$ cat src/rtl/dma_pcis_buf_sched.sv
// Burst scheduler for the 16-entry scratch buffer behind the DMA PCIS slave.
// Grants one whole AW or AR burst at a time and drives buffer strobes/AXI control.
module dma_pcis_buf_sched #(
    parameter int ADDR_W = 4,
    parameter int ID_W   = 6,
    parameter int LEN_W  = 8
) (
    input  logic              clk,
    input  logic              pipe_rst_n,
    input  logic              awvalid,
    output logic              awready,
    input  logic [ID_W-1:0]   awid,
    input  logic [ADDR_W-1:0] awaddr_idx,
    input  logic [LEN_W-1:0]  awlen,
    input  logic              wvalid,
    output logic              wready,
    input  logic              wlast,
    output logic              bvalid,
    input  logic              bready,
    output logic [ID_W-1:0]   bid,
    output logic [1:0]        bresp,
    input  logic              arvalid,
    output logic              arready,
    input  logic [ID_W-1:0]   arid,
    input  logic [ADDR_W-1:0] araddr_idx,
    input  logic [LEN_W-1:0]  arlen,
    output logic              rvalid,
    input  logic              rready,
    output logic              rlast,
    output logic [ID_W-1:0]   rid,
    output logic [1:0]        rresp,
    output logic              buf_we,
    output logic              buf_re,
    output logic [ADDR_W-1:0] buf_addr
);

    typedef enum logic [1:0] {IDLE, WR, WRESP, RD} state_t;

    localparam int CNT_W = LEN_W + 1;
    localparam logic [LEN_W-1:0] MAX_LEN = LEN_W'((1 << ADDR_W) - 1);

    state_t            state;
    state_t            state_n;
    logic              rr_ptr;
    logic [ID_W-1:0]   cur_id;
    logic [ADDR_W-1:0] start;
    logic [LEN_W-1:0]  len;
    logic [CNT_W-1:0]  beat;
    logic [CNT_W-1:0]  len_cnt;
    logic              err;
    logic              len_big;
    logic              sel_wr;
    logic              sel_rd;
    logic              wr_beat;
    logic              over;
    logic              rd_issue;
    logic              rd_done;

    assign len_cnt = {1'b0, len};
    assign len_big = (len > MAX_LEN);

    // rr_ptr = 0 favours the write channel on a tie
    assign sel_wr = pipe_rst_n && (state == IDLE) && awvalid
                    && (!arvalid || !rr_ptr);
    assign sel_rd = pipe_rst_n && (state == IDLE) && arvalid
                    && (!awvalid || rr_ptr);

    assign wr_beat  = (state == WR) && wvalid;
    assign over     = (beat > len_cnt);
    assign rd_issue = (state == RD) && (beat <= len_cnt)
                      && (!rvalid || rready);
    assign rd_done  = (state == RD) && rvalid && rready && rlast;

    assign awready  = sel_wr;
    assign arready  = sel_rd;
    assign wready   = (state == WR);
    assign buf_we   = wr_beat && !len_big && !over;
    assign buf_re   = rd_issue && !len_big;
    assign buf_addr = (buf_we || buf_re) ? start + beat[ADDR_W-1:0]
                                         : '0;

    always_comb begin
        state_n = state;
        unique case (state)
            IDLE: begin
                if (sel_wr)
                    state_n = WR;
                else if (sel_rd)
                    state_n = RD;
            end
            WR: begin
                if (wr_beat && wlast)
                    state_n = WRESP;
            end
            WRESP: begin
                if (bready)
                    state_n = IDLE;
            end
            RD: begin
                if (rd_done)
                    state_n = IDLE;
            end
            default: state_n = IDLE;
        endcase
    end

    always_ff @(posedge clk or negedge pipe_rst_n) begin
        if (!pipe_rst_n) begin
            state  <= IDLE;
            rr_ptr <= 1'b0;
            cur_id <= '0;
            start  <= '0;
            len    <= '0;
            beat   <= '0;
            err    <= 1'b0;
            bvalid <= 1'b0;
            bid    <= '0;
            bresp  <= 2'b00;
            rvalid <= 1'b0;
            rlast  <= 1'b0;
            rid    <= '0;
            rresp  <= 2'b00;
        end else begin
            state <= state_n;
            if (sel_wr || sel_rd) begin
                rr_ptr <= sel_wr;
                cur_id <= sel_wr ? awid : arid;
                start  <= sel_wr ? awaddr_idx : araddr_idx;
                len    <= sel_wr ? awlen : arlen;
                beat   <= '0;
                err    <= (sel_wr ? awlen : arlen) > MAX_LEN;
            end
            if (wr_beat) begin
                // saturate so a runaway burst never wraps back into range
                if (beat != '1)
                    beat <= beat + 1'b1;
                if (wlast ? (beat != len_cnt) : over)
                    err <= 1'b1;
                if (wlast) begin
                    bvalid <= 1'b1;
                    bid    <= cur_id;
                    bresp  <= (err || beat != len_cnt) ? 2'b10 : 2'b00;
                end
            end
            if (state == WRESP && bready)
                bvalid <= 1'b0;
            if (rd_issue) begin
                beat   <= beat + 1'b1;
                rvalid <= 1'b1;
                rlast  <= (beat == len_cnt);
                rid    <= cur_id;
                rresp  <= len_big ? 2'b10 : 2'b00;
            end else if (rvalid && rready) begin
                rvalid <= 1'b0;
                rlast  <= 1'b0;
            end
        end
    end

endmodule

$ cat config.mk
export PLATFORM = sky130hd
export DESIGN_NAME = dma_pcis_buf_sched
export DESIGN_NICKNAME = d
export VERILOG_FILES = /design/src/rtl/dma_pcis_buf_sched.sv
export SDC_FILE = /design/constraint.sdc
export NUM_CORES = 1
export LEC_CHECK = 0
export BUFFER_PORTS_ARGS = -buffer_cell sky130_fd_sc_hd__buf_2
export CORE_UTILIZATION = 32
export DETAILED_ROUTE_END_ITERATION = 12
export PLACE_DENSITY = 0.65
export SYNTH_ARGS = -nofsm -noshare
export SYNTH_HDL_FRONTEND = slang
export SYNTH_SLANG_ARGS = --single-unit
$ cat constraint.sdc
create_clock -name clk -period 5.7 [get_ports clk]
set_input_delay 0.285 -clock clk [delete_from_list [all_inputs] [get_ports clk]]
set_output_delay 0.285 -clock clk [all_outputs]
set_load 0.02 [all_outputs]
======== Word level (Yosys, flattened, before mapping) ========
Index checks and enable logic that the tools add are counted.
storage, ports and cells
  memory bits (writable) .................. 0
  memories kept ........................... 0
  output and inout bits ................... 28
  bits in latches ......................... 0
  memory bits (read-only) ................. 0
  register bits ........................... 50
  word-level logic and storage cells ...... 92
operators by class
  shift operators ......................... 0
  div/mod/pow operators ................... 0
  magnitude comparators ................... 4
  multiply operators ...................... 0
  equality and inequality tests ........... 10
  $add $sub $neg .......................... 2
  mux-type cells .......................... 26
  reductions and logical operators ........ 36
  bitwise operators ....................... 0
operators by type and width
  cell                 number
  $mux 9               4
  $logic_and 1x1->1    17
  $gt 8x4->1 const B   2
  $mux 2               7
  $mux 1               10
  $add 9x1->9 const B  1
  $eq 9x8->1           1
  $gt 9x8->1           1
  $le 9x8->1           1
  $ne 9x8->1           1
  $ne 9x9->1 const B   1
  $mux 4               2
  $mux 8               1
  $pmux 2 s4           1
  $logic_not 1->1      6
  $logic_or 1x1->1     6
  $mux 6               1
  $reduce_bool 2->1    3
  $add 4x4->4          1
  $eq 2x2->1 const B   2
  $ne 2x2->1 const B   2
  $reduce_and 2->1     2
  $reduce_and 4->1     1
  $ne 3x3->1 const B   1
  3 further kinds      3

======== Depth between registers and ports, before layout ========
Gate-level depths: netlist (run 1).
  depth after elaboration ................. 9
  depth in mapped cells ................... 11
  depth with buffers taken out ............ 9

======== Least setup slack after synthesis (run 1) ========
Ideal clock, no wire load.
  kind .................................... flip-flop to output port
  start point ............................. register beat[7]
  end point ............................... output port buf_addr[2]
  data arrival time ....................... 2,239 ps
  setup slack ............................. 3,176 ps
  stages on the path, launching flop included .. 8
  path buffers ............................ 0
  path through ............................ dfrtp_1 ha_1 and4b_1 or3b_4 o21ai_2 o21ai_2 or3_1 nor2_1
between the ends
  longest elaborated chain between the ends .. 6
  elaborated cells on any way between the ends .. 9
  those cells by class .................... order compare: 2; mux: 1; reduce/logical: 6
ends and longest elaborated chain
  element                   RTL line  source
  start: declaration        48        logic [CNT_W-1:0] beat;
  start signal: assignment  136       beat <= beat + 1'b1;
  start signal: assignment  148       beat <= beat + 1'b1;
  $le 9x8->1                70        assign rd_issue = (state == RD) && (beat <= len_cnt)
  $logic_and 1x1->1         70
  $logic_and 1x1->1         71        && (!rvalid || rready);
  $logic_and 1x1->1         78        assign buf_re = rd_issue && !len_big;
  $logic_or 1x1->1 (*)      79        assign buf_addr = (buf_we || buf_re) ? start + beat[ADDR_W-1:0]
  $mux 4 (*)                79
  end: declaration          34        output logic [ADDR_W-1:0] buf_addr
Every way passes the cells marked *; elsewhere a longest branch is shown, timed or not.

======== Final worst setup path (run 1) ========
  start point ............................. input port pipe_rst_n
  end point ............................... output port arready
between the ends
  longest elaborated chain between the ends .. 3
ends and longest elaborated chain
  element                          RTL line  source
  start: declaration               9         input logic pipe_rst_n,
  $logic_and 1x1->1 (2 in series)  65        assign sel_rd = pipe_rst_n && (state == IDLE) && arvalid
  $logic_and 1x1->1                66        && (!awvalid || rr_ptr);
  end: declaration                 23        output logic arready,
Every way passes these cells.

==> results.toml, run 1 <==
[power_and_ir_drop]
ir_drop_mv = 0.169
power_density_nw_per_um2 = 540
leakagePower_nw = 1.55

[logic_synthesis]
ys_seq_elements = 48
synth_xor_area_share_pct = 0.981
yosysWarningCount = 0
synthAdderAreaFrac_pct = 6.82
synthTopCellsByArea = "dfrtp_1, nand2_1, ha_1"
synthCells = 289
synth-simple-area-share_pct = 21.2
synth.area.mux_share_pct = 7.29
synth_cell_type_count = 45
yosysTopAreaCellShare_pct = 44.9
syn_area_um2 = 2680
avgSynthCellArea_um2 = 9.26
synth_top_family_by_area = "simple AND/OR/NAND/NOR gates"
synth.largest_area_cell = "dfrtp_1"
synth-compound-area-share_pct = 14.4
seq_area_frac_synth_pct = 44.9

[floorplan]
dieArea_um2 = 8740
die_w_um = 93.5
coreArea_um2 = 7930
io_pins = 72
rows = 32
fp.dieH_um = 93.5
initial_core_util_pct = 33.8

[worst_setup_path]
crit_top_cell = "buf_2"
reg2reg_depth = 7
cp_slowest_stage_delay_ns = 0.69
crit_buf_inv = 4
reg2reg_slack_ns = 3.01
critPathArrivalTime_ns = 2.89
r2r-start = "beat[2]"
critPathKind = "in -> out"
slowest_stage = "inv_1"
path_cells = "buf_2, buf_4, nor3b_2, nand3_1, inv_1, buf_2"
crit_path_max_fanout = 49
critical-path-top-delay-family = "buffers and inverters"
endpoint_kind = "primary output"
start_kind = "primary input"
worst_ep_required_time_ns = 5.41
timing.rr.end = "beat[1]"

[clock_network]
clk_latency_ns = 0.30
clock_path_buffers = 2
clockRootBuffer = "clkbuf_8"
cts.clk_slew.worst_paths_ns = 0.09
ctsResizeCount = 0
cts_setup_buffers = 0
htreeDepth = 2
cts_hold_buf = 0
cts_tree = "done"
cts-buffers-inserted = 5
cts.sinks = 48

[flow_run]
drv_cap = 0

[global_routing]
overflow = 0
grt_max_degree = 50
first_global_vias = 2221
grt_first_pass_wirelength_um = 10700
antenna_found_initial = 0
track_usage_pct = 15.8

[sta]
rsz0062_at_grt = "no"
max_freq_ghz = 0.315
setup_slack_ns = 2.52
fin_tns_setup_ns = 0
hold_viol = 0
fin_crit_ns = 3.18
min_period_over_period_pct = 55.7
setup_violations = 0
maxSlewHeadroom_pct = 41.5
worstMarginPinSlew_ns = 0.875
finClkSkew_ns = 0.00777
slew_violations = 0

[detailed_routing]
wl_um = 6350
drtIter0Drc = 104
vias = 2332
first_pass_iters = 4
ant_nets = 0
drc_errors = 0
wire_per_inst_um = 13.9
viasPerCell = 5.11

[cells_and_area]
final_cell_mix = "buf_2, nand2_1, dfrtp_1"
syn2layout_area_growth_pct = 18.6
drive_gt1_share_pct = 27.4
nNetsFinal = 412
insertedDiodeCount = 0
layout_commonest_cell = "buf_2"

[worst_hold_path]
hold_path.class = "in -> async"

[place]
dp_hpwl_um = 4690
port_buffers = 69
gp_congestion = 0.796
post-place-ws_ns = 2.48

[status]
outcome = "finished, final reports clean"
[synth_stat cells]
| master | count |
|---|---|
| nand2_1 | 49 |
| dfrtp_1 | 48 |
| nor2_1 | 30 |
| a31oi_1 | 15 |
| ha_1 | 13 |
| inv_1 | 12 |
| mux2_2 | 12 |
| a21oi_1 | 11 |
| nand3_1 | 11 |
| o21ai_0 | 9 |
| nor4_1 | 8 |
| clkbuf_1 | 7 |
| mux2i_1 | 6 |
| nor3_1 | 5 |
| a311o_1 | 4 |
| nand4_1 | 4 |
| and2_1 | 3 |
| o211ai_1 | 3 |
| xnor2_1 | 3 |
| a21bo_2 | 2 |
| and3_1 | 2 |
| buf_1 | 2 |
| buf_2 | 2 |
| buf_4 | 2 |
| nand2b_1 | 2 |
| o21a_1 | 2 |
| o21ai_2 | 2 |
| o41ai_1 | 2 |
| or3_1 | 2 |
| a211oi_1 | 1 |
| a21boi_1 | 1 |
| a21o_1 | 1 |
| and3b_1 | 1 |
| and4b_1 | 1 |
| buf_6 | 1 |
| conb_1 | 1 |
| fa_1 | 1 |
| nor2b_1 | 1 |
| nor3_2 | 1 |
| nor3b_2 | 1 |
| o21ai_1 | 1 |
| o21ai_4 | 1 |
| o21bai_1 | 1 |
| o311ai_0 | 1 |
| or3b_4 | 1 |
[how the worst max path moves through the flow]
stage,cells past startpoint,end,slack [ns],startpoint
final,6,arready,2.52,pipe_rst_n
after global routing,6,arready,2.10,pipe_rst_n
after CTS,6,arready,2.48,pipe_rst_n
after detailed placement,6,arready,2.48,pipe_rst_n
after global placement,6,arready,2.56,pipe_rst_n
after floorplan,7,buf_addr[2],3.18,beat[7]
[where the power goes]
part           internal [mW]  switching (mW)
Sequential             0.509           0.154
Combinational          0.367           0.490
Clock                 0.0838           0.112
[cells by family (layout without fill, tap and decap cells)]
group | Yosys count | count (layout)
flops | 48 | 48
buf+inv | 26 | 90
simple gates | 122 | 122
mux | 18 | 18
xor+xnor | 3 | 3
compound gates | 57 | 57
fa+ha+maj | 14 | 14
other cells | 1 | 2
[metal layers]
metal | global-route usage (%) | up-vias | part of all wire [%]
met5 | 0 | - | 0
met3 | 2.85 | 5 | 7.0
li1 | - | 1155 | -
met4 | 4.23 | 0 | 0.87
met1 | 22.2 | 1100 | 47
met2 | 24.8 | 72 | 45
[area by class of cell]
| class | instances | area (um2) |
|---|---|---|
| fill | 804 | 4750 |
| multi-input combinational | 216 | 1370 |
| sequential | 48 | 1200 |
| timing repair buffer | 71 | 360 |
| tap | 102 | 128 |
| clock buffer | 6 | 72.6 |
| inverter | 12 | 45.0 |
| clock inverter | 1 | 5.00 |
[registers in the layout, summed over array words and instances, names as in the netlist, 2 cells and up]
signal	flops
state	2
cur_id	6
start	4
beat	9
len	8
bid	6
rid	6
[stage by stage]
stage / instances / hold WS (ns) / power, mW / cell area, um2 / util [%]
after CTS: 456 / 0.102 / 1.73 / 3180 / 40.1
after global placement: 449 / 0.422 / 1.50 / 3100 / 39.1
after detailed placement: 449 / 0.431 / 1.52 / 3100 / 39.1
final: 456 / 0.0863 / 1.72 / 3180 / 40.1
after global routing: 456 / 0.140 / 1.88 / 3180 / 40.1
after floorplan: 290 / -0.0106 / 1.30 / 2680 / -
No activity file was read; power rests on OpenSTA's default activity.
==> run 2: changes to the inputs <==
clock period = 3.2 ns   (was 5.7 ns; I/O delays follow)
==> results.toml, run 2 (synthesis results as in run 1) <==
[status]
outcome = "finished, final reports clean"

[place]
dp_hpwl_um = 4920
port_buffers = 69
dp.cells = 450
gp_congestion = 0.820

[worst_setup_path]
critPathLaunch = "beat[7]"
slowest_stage = "dfrtp_1"
critPathArrivalTime_ns = 2.71
r2r-start = "beat[7]"
endpoint_kind = "primary output"
start_kind = "flip-flop"
crit_path_max_fanout = 6
crit_top_cell = "o21ai_2"
cp_slowest_stage_delay_ns = 0.44
critPathKind = "reg -> out"
path_cells = "ha_1, and4b_1, or3b_4, o21ai_2, o21ai_2, or3_1, nor2_1, buf_2"
worst_ep_required_time_ns = 3.04
crit_buf_inv = 1
critical-path-top-delay-family = "simple AND/OR/NAND/NOR gates"

[sta]
setup_violations = 0
min_period_over_period_pct = 89.7
maxSlewHeadroom_pct = 50.4
hold_viol = 0
fin_tns_setup_ns = 0
worstMarginPinSlew_ns = 0.739
max_freq_ghz = 0.348
rsz0062_at_grt = "no"
finClkSkew_ns = 0.00405
fin_crit_ns = 2.87
slew_violations = 0

[floorplan]
coreArea_um2 = 7930
rows = 32
die_w_um = 93.5
dieArea_um2 = 8740
initial_core_util_pct = 33.8
fp.dieH_um = 93.5
io_pins = 72

[cells_and_area]
syn2layout_area_growth_pct = 19.7
drive_gt1_share_pct = 27.7
layout_commonest_cell = "buf_2"
regMostFlops = "beat"
largest_reg_flops = 9
final_cell_mix = "buf_2, nand2_1, dfrtp_1"
final_cell_count_no_fill = 459
nNetsFinal = 414
insertedDiodeCount = 0
layout_top_registers = "beat: 9 flops, len: 8 flops"

[flow_run]
drv_cap = 0

[power_and_ir_drop]
ir_drop_mv = 0.314
leakagePower_nw = 1.55
power_density_nw_per_um2 = 969

[global_routing]
first_global_vias = 2216
overflow = 0
track_usage_pct = 15.7
grt_max_degree = 49
antenna_found_initial = 0
grt_first_pass_wirelength_um = 10600

[clock_network]
clockRootBuffer = "clkbuf_8"
clock_path_buffers = 2
cts.clk_slew.worst_paths_ns = 0.09
cts_setup_buffers = 0
cts.sinks = 48
cts_tree = "done"
cts-buffers-inserted = 5
htreeDepth = 2
clk_latency_ns = 0.30

[detailed_routing]
vias = 2303
viasPerCell = 5.02
first_pass_iters = 4
ant_nets = 0
wire_per_inst_um = 14.0
wl_um = 6440
drtIter0Drc = 164
drc_errors = 0

[worst_hold_path]
hp-start = "bready"
hold_path.class = "in -> reg"
-- run 2: power breakdown --
| group | leakage (nW) | internal (mW) | switching, mW | total (mW) |
|---|---|---|---|---|
| Sequential | 0.560 | 0.906 | 0.271 | 1.18 |
| Combinational | 0.952 | 0.662 | 0.904 | 1.57 |
| Clock | 0.0414 | 0.156 | 0.207 | 0.363 |
-- run 2: repair_timing --
item	4_1_cts	5_1_grt
gates resized for setup	0	0
endpoints found under the hold margin	48	0
hold buffers	1	0
-- run 2: per-stage QoR --
step | setup slack (ns) | area [um2] | util (%) | hold WS [ns] | total power [mW]
floorplan | 0.801 | 2680 | - | -0.136 | 2.31
global placement | 0.739 | 3110 | 39.2 | 0.314 | 2.71
detailed placement | 0.672 | 3110 | 39.2 | 0.311 | 2.76
CTS | 0.331 | 3210 | 40.4 | 0.0528 | 3.13
global route | 0.153 | 3210 | 40.4 | 0.0532 | 3.37
finish | 0.328 | 3210 | 40.4 | 0.0549 | 3.11
-- run 2: metal layers --
metal  vias up  wire, um  part of all wire, %  global-route usage (%)
li1       1163         -                    -                       -
met5         -         0                    0                       0
met4         0        59                 0.92                    4.23
met2        67      2850                   44                    24.7
met3         4       409                  6.3                    3.01
met1      1069      3120                   48                    22.1
-- run 2: layout make-up --
| type | count | area (um2) |
|---|---|---|
| repair buffers | 73 | 378 |
| well taps | 102 | 128 |
| clock buffers | 6 | 72.6 |
| fillers | 821 | 4720 |
| inverters | 12 | 45.0 |
| multi-input cells | 216 | 1370 |
| clock inverters | 2 | 16.3 |
| flip-flops and latches | 48 | 1200 |
-- run 2: final timing paths --
| path | endpoint | slack, ns | depth (start not counted) |
|---|---|---|---|
| setup / recovery | buf_addr[2] | 0.33 | 8 |
| setup reg to reg | beat[7] | 0.66 | 7 |
| max in group asynchronous | beat[2] | 2.30 | 3 |
| min in group asynchronous | rid[3] | 0.50 | 3 |
| hold / removal | bvalid | 0.05 | 2 |
| hold reg to reg | bresp[1] | 0.48 | 2 |
